==> config.mk <==
export PLATFORM = sky130hd
export DESIGN_NAME = uart_scarf_pkt
export DESIGN_NICKNAME = d
export VERILOG_FILES = /design/src/rtl/uart_scarf_pkt.sv
export SDC_FILE = /design/constraint.sdc
export NUM_CORES = 1
export LEC_CHECK = 0
export CAP_MARGIN = 20
export CORE_ASPECT_RATIO = 0.5
export CORE_MARGIN = 2
export CORE_UTILIZATION = 59
export CTS_BUF_LIST = sky130_fd_sc_hd__clkbuf_2
export CTS_CLUSTER_DIAMETER = 80
export DETAILED_ROUTE_END_ITERATION = 8
export PLACE_DENSITY = 0.88
export RECOVER_POWER = 100
export SKIP_CTS_REPAIR_TIMING = 1
export SKIP_LAST_GASP = 1
export SLEW_MARGIN = 20
export SYNTH_ARGS = -nofsm -noshare
export SYNTH_HDL_FRONTEND = slang
export SYNTH_SLANG_ARGS = --single-unit
export TNS_END_PERCENT = 5
==> constraint.sdc <==
create_clock -name clk -period 2.96 [get_ports clk]
set_clock_uncertainty 0.05 [all_clocks]
set_input_delay 0.888 -clock clk [delete_from_list [all_inputs] [get_ports clk]]
set_output_delay 0.888 -clock clk [all_outputs]
set_load 0.02 [all_outputs]
==> src/rtl/uart_scarf_pkt.sv <==
// UART packet front end: decodes ID/address/data byte frames into bus write and read strobes,
// and streams read data back to the UART transmitter through a small return FIFO.
module uart_scarf_pkt #(
  parameter int unsigned ADDR_BYTES = 1,
  parameter int unsigned FIFO_DEPTH = 8,
  localparam int unsigned ADDR_W = (ADDR_BYTES == 0) ? 1 : 8 * ADDR_BYTES
) (
  input  logic              clk,
  input  logic              rst_n_sync,
  input  logic [7:0]        rx_data,
  input  logic              rx_valid,
  input  logic              rx_inactive,
  input  logic              tx_bsy,
  output logic [7:0]        tx_data,
  output logic              tx_send,
  output logic [6:0]        slave_id,
  output logic              rnw,
  output logic [ADDR_W-1:0] addr,
  output logic [7:0]        wr_data,
  output logic              wr_valid,
  output logic              rd_req,
  input  logic [7:0]        rd_data,
  output logic              frame_done,
  output logic              frame_err
);

  localparam int unsigned PTR_W = (FIFO_DEPTH > 1) ? $clog2(FIFO_DEPTH) : 1;
  localparam int unsigned CNT_W = PTR_W + 1;
  localparam logic [CNT_W-1:0] DEPTH_C = CNT_W'(FIFO_DEPTH);
  localparam logic [2:0] LAST_ADDR_IDX = (ADDR_BYTES == 0) ? 3'd0 : 3'(ADDR_BYTES - 1);

  typedef enum logic [2:0] {
    StIdle, StId, StAddr, StWdata, StRcnt, StRissue, StFlush
  } state_e;

  state_e           state_q;
  logic             rx_inactive_q;
  logic [2:0]       addr_idx_q;
  logic [8:0]       rd_cnt_q;
  logic             rd_pend_q;

  logic [7:0]       fifo_mem [FIFO_DEPTH];
  logic [PTR_W-1:0] wr_ptr_q;
  logic [PTR_W-1:0] rd_ptr_q;
  logic [CNT_W-1:0] fifo_cnt_q;

  logic             rx_fall;
  logic             rx_rise;
  logic             fifo_push;
  logic             fifo_pop;
  logic             can_issue;
  logic [CNT_W:0]   committed;

  assign rx_fall = rx_inactive_q & ~rx_inactive;
  assign rx_rise = ~rx_inactive_q & rx_inactive;

  // Slots already spoken for: stored entries, the read on the bus now, and the one landing now.
  assign committed = {1'b0, fifo_cnt_q} + {{CNT_W{1'b0}}, rd_req} + {{CNT_W{1'b0}}, rd_pend_q};
  assign can_issue = committed < {1'b0, DEPTH_C};

  assign fifo_push = rd_pend_q;
  assign tx_send   = (fifo_cnt_q != '0);
  assign fifo_pop  = tx_send & ~tx_bsy;
  assign tx_data   = tx_send ? fifo_mem[rd_ptr_q] : 8'h00;

  always_ff @(posedge clk) begin
    if (fifo_push) fifo_mem[wr_ptr_q] <= rd_data;
  end

  always_ff @(posedge clk or negedge rst_n_sync) begin
    if (!rst_n_sync) begin
      wr_ptr_q   <= '0;
      rd_ptr_q   <= '0;
      fifo_cnt_q <= '0;
    end else begin
      if (fifo_push) wr_ptr_q <= wr_ptr_q + PTR_W'(1);
      if (fifo_pop)  rd_ptr_q <= rd_ptr_q + PTR_W'(1);
      unique case ({fifo_push, fifo_pop})
        2'b10:   fifo_cnt_q <= fifo_cnt_q + CNT_W'(1);
        2'b01:   fifo_cnt_q <= fifo_cnt_q - CNT_W'(1);
        default: fifo_cnt_q <= fifo_cnt_q;
      endcase
    end
  end

  always_ff @(posedge clk or negedge rst_n_sync) begin
    if (!rst_n_sync) begin
      state_q       <= StIdle;
      rx_inactive_q <= 1'b1;
      addr_idx_q    <= '0;
      rd_cnt_q      <= '0;
      rd_pend_q     <= 1'b0;
      slave_id      <= '0;
      rnw           <= 1'b0;
      addr          <= '0;
      wr_data       <= '0;
      wr_valid      <= 1'b0;
      rd_req        <= 1'b0;
      frame_done    <= 1'b1;
      frame_err     <= 1'b0;
    end else begin
      rx_inactive_q <= rx_inactive;
      wr_valid      <= 1'b0;
      rd_req        <= 1'b0;
      frame_err     <= 1'b0;
      rd_pend_q     <= rd_req;
      // Post-increment after every bus strobe; ID/ADDR decoding below overrides it.
      if (wr_valid || rd_req) addr <= addr + ADDR_W'(1);

      unique case (state_q)
        StIdle: begin
          if (rx_fall) begin
            state_q    <= StId;
            frame_done <= 1'b0;
          end
        end
        StId: begin
          if (rx_rise) begin
            state_q    <= StIdle;
            frame_done <= 1'b1;
            frame_err  <= 1'b1;
          end else if (rx_valid) begin
            slave_id   <= rx_data[6:0];
            rnw        <= rx_data[7];
            addr       <= '0;
            addr_idx_q <= '0;
            if (ADDR_BYTES > 0) state_q <= StAddr;
            else                state_q <= rx_data[7] ? StRcnt : StWdata;
          end
        end
        StAddr: begin
          if (rx_rise) begin
            state_q    <= StIdle;
            frame_done <= 1'b1;
            frame_err  <= 1'b1;
          end else if (rx_valid) begin
            addr       <= ADDR_W'({addr, rx_data});
            addr_idx_q <= addr_idx_q + 3'd1;
            if (addr_idx_q == LAST_ADDR_IDX) state_q <= rnw ? StRcnt : StWdata;
          end
        end
        StWdata: begin
          if (rx_rise) begin
            state_q    <= StIdle;
            frame_done <= 1'b1;
          end else if (rx_valid) begin
            wr_data  <= rx_data;
            wr_valid <= 1'b1;
          end
        end
        StRcnt: begin
          if (rx_rise) begin
            state_q    <= StIdle;
            frame_done <= 1'b1;
            frame_err  <= 1'b1;
          end else if (rx_valid) begin
            // A count byte of zero requests 256 reads.
            rd_cnt_q <= {rx_data == 8'd0, rx_data};
            state_q  <= StRissue;
          end
        end
        StRissue: begin
          if (can_issue) begin
            rd_req   <= 1'b1;
            rd_cnt_q <= rd_cnt_q - 9'd1;
            if (rd_cnt_q == 9'd1) state_q <= StFlush;
          end
        end
        StFlush: begin
          if ((fifo_cnt_q == '0) && !rd_req && !rd_pend_q && !tx_bsy) begin
            state_q    <= StIdle;
            frame_done <= 1'b1;
          end
        end
        default: state_q <= StIdle;
      endcase
    end
  end

endmodule

==> results.toml <==
[clocking]
clkTransAtPathRegs_ns = 0.19
cts_root_buffer = "clkbuf_2"
ctsHtreeMaxLevel = 4
clkLatencyLatePin_ns = 0.67
cts_buffers = 17
clockBufferDepth = 2
cts_tree = "yes"
clock-sinks = 119

[sta]
hold_viol = 0
fin_crit_ns = 3.137
setup_viol = 9
setup-tns-final_ns = -1.345
rsz0062_at_grt = "yes"
min_period_over_period = 1.060
final-max-slew-violation-count = 34
max_slew_margin = -0.1589
finalWorstSetupSlack_ns = -0.1774
tightest_slew_ns = 1.738
fmax_mhz = 318.7

[global_routing]
track_usage = 0.2422
antenna_found_initial = 1
met1_usage = 0.3170
use_met3 = 0.06283
grt_pass1_vias = 3512
grt_pass1_wl_mm = 18.04
grt_max_degree = 34
grt.overflow.total = 0
top_usage_layer = "met2"
grt_use_met2 = 0.4052

[layout]
area_growth_pct = 17.08
stdcell_count = 616
fin_nets = 518
drive_gt1_frac = 0.1506
finish.utilization = 0.7188

[synth]
ys_seq_elements = 119
synthXorXnorAreaFrac = 0.02747
syn_inst = 412
synth.most_common_cell = "edfxtp_1"
synth_top_family_by_area = "simple AND/OR/NAND/NOR gates"
synth.area.top_cells = "edfxtp_1 35%, dfrtp_1 24%, mux4_2 6.6%"
synth.distinct_cells = 58
synthAdderAreaFrac = 0.02909
syn_nets = 445
synth_edf_count = 64
synth-simple-area-share = 0.1212
synth_commonest_cells = "64 x edfxtp_1, 57 x nand2_1, 53 x dfrtp_1"
async_flop_share = 0.4622
synth_largest_area_cell = "edfxtp_1"
muxShareOfSynthArea = 0.1113
syn-mean-instance-area_sq_um = 13.16
yosysWarnings = 0
seq_area_frac_synth = 0.6090
netlist_area_sq_mm = 0.005420
ys.flop_type = "edfxtp_1"
synth_compound_area_frac = 0.06556
synth_top_area_frac = 0.3546

[die]
die_w_um = 139.6
core_sq_mm = 0.008828
rows = 24
initial_utilization = 0.6139
io_pins = 58
die-area_sq_mm = 0.01002
die_y_um = 71.78

[critical_path]
reg2reg_to = "rd_cnt_q[5]$_DFFE_PN0P_"
cp.arrival_ns = 2.20
rrSetupSlack_ns = 0.36
end_kind = "primary output"
critPathKind = "reg -> out"
cp_max_fo = 4
r2r_start = "fifo_push$_DFF_PN0_"
crit_path_start_kind = "flip-flop"
reg2reg_depth = 6
crit_path_start = "rd_ptr_q[0]$_DFFE_PN0N_"
required_ns = 2.02

[route]
drtPass1Iterations = 4
vias_per_cell = 5.739
avgRoutedWirePerCell_um = 18.61
num_vias = 3535
drtIter0Drc = 219
ant_nets = 0
drt-total-wl_mm = 11.47
drc = 0

[run_status]
status = "finished, violations left"
violations = "max-capacitance violations, max-slew violations, negative setup slack"

[power_and_ir_drop]
powerDensity_mw_per_mm2 = 962.0
ir_drop_mv = 0.5172
leakage_nw = 2.537
p_total_mw = 6.105

[placed_design]
place_inst = 578
port_buffers = 57
hpwl_mm = 7.594
gp_congestion = 0.8962
place_ws_ns = 0.1394

[hold_path]
hold_class = "in -> async"

[flow_run]
drv_cap = 1
state kept, by name, summed over array words and instances (netlist names):
signal         count
fifo_mem          64
rd_cnt_q           9
addr               8
wr_data            8
slave_id           7
fifo_cnt_q         4
addr_idx_q         3
rd_ptr_q           3
state_q            3
wr_ptr_q           3
fifo_push          1
frame_done         1
frame_err          1
rd_req             1
rnw                1
rx_inactive_q      1
wr_valid           1
worst max-delay path: stages (launching register included):
cell       delay [ns]
dfrtp_2          0.48
clkbuf_16        0.18
mux4_2           0.49
mux2i_1          0.17
nor2_1           0.06
buf_4            0.16
layout make-up:
class	count	area (sq um)
Clock buffer	17	85.08
Multi-Input combinational cell	256	1889
Timing Repair Buffer	75	706.9
Inverter	16	60.06
Tap cell	117	146.4
Clock inverter	15	153.9
Fill cell	601	2482
Sequential cell	119	3302
Antenna cell	1	2.502
where the power goes:
part	leakage, nW	switching [mW]	internal (mW)	total (mW)
sequential	1.26	0.437	2.10	2.54
clock	0.140	0.645	0.389	1.03
combinational	1.14	1.31	1.23	2.53
total	2.54	2.39	3.72	6.11
layout by cell type, fill, tap and decap left out, types with 7 or more instances in the layout:
cell type and instances:
nand2_1 58, clkbuf_2 23, nor2_1 31, edfxtp_1 64
nand4_1 7, xor2_1 8, buf_4 8, o21ai_0 15
xnor2_1 9, clkbuf_1 7, mux4_2 16, a21oi_1 13
mux2_1 8, dlygate4sd3_1 36, clkdlybuf4s50_1 12, mux2i_1 10
dfrtp_1 52, inv_1 15, ha_1 11
routing by layer:
layer  vias to the layer above  share of wire
met2                        83           0.51
met5                         -              0
li1                       1655              -
met4                         0         0.0072
met3                         9          0.046
met1                      1788           0.44
metrics by stage:
step	cell area [sq um]	hold WS, ns
after global placement	6136	0.4088
after CTS	6375	0.06958
after global routing	6346	0.3767
after floorplan	5420	0.4116
after detailed placement	6136	0.4124
final	6346	0.3812
worst max-delay path by stage:
stage,end,slack [ns],cells after the start
global route,tx_data[2],-0.32,5
detailed placement,tx_data[3],0.14,5
finish,tx_data[3],-0.18,5
floorplan,tx_data[6],0.47,5
global placement,tx_data[6],0.20,5
CTS,tx_data[3],-0.65,5
logic make-up after synthesis:
group | Yosys count
compound gates | 55
fa+ha+maj | 12
mux | 36
buf+inv | 37
xor+xnor | 17
simple gates | 136
flops | 119
(Power assumes the default switching activity.)
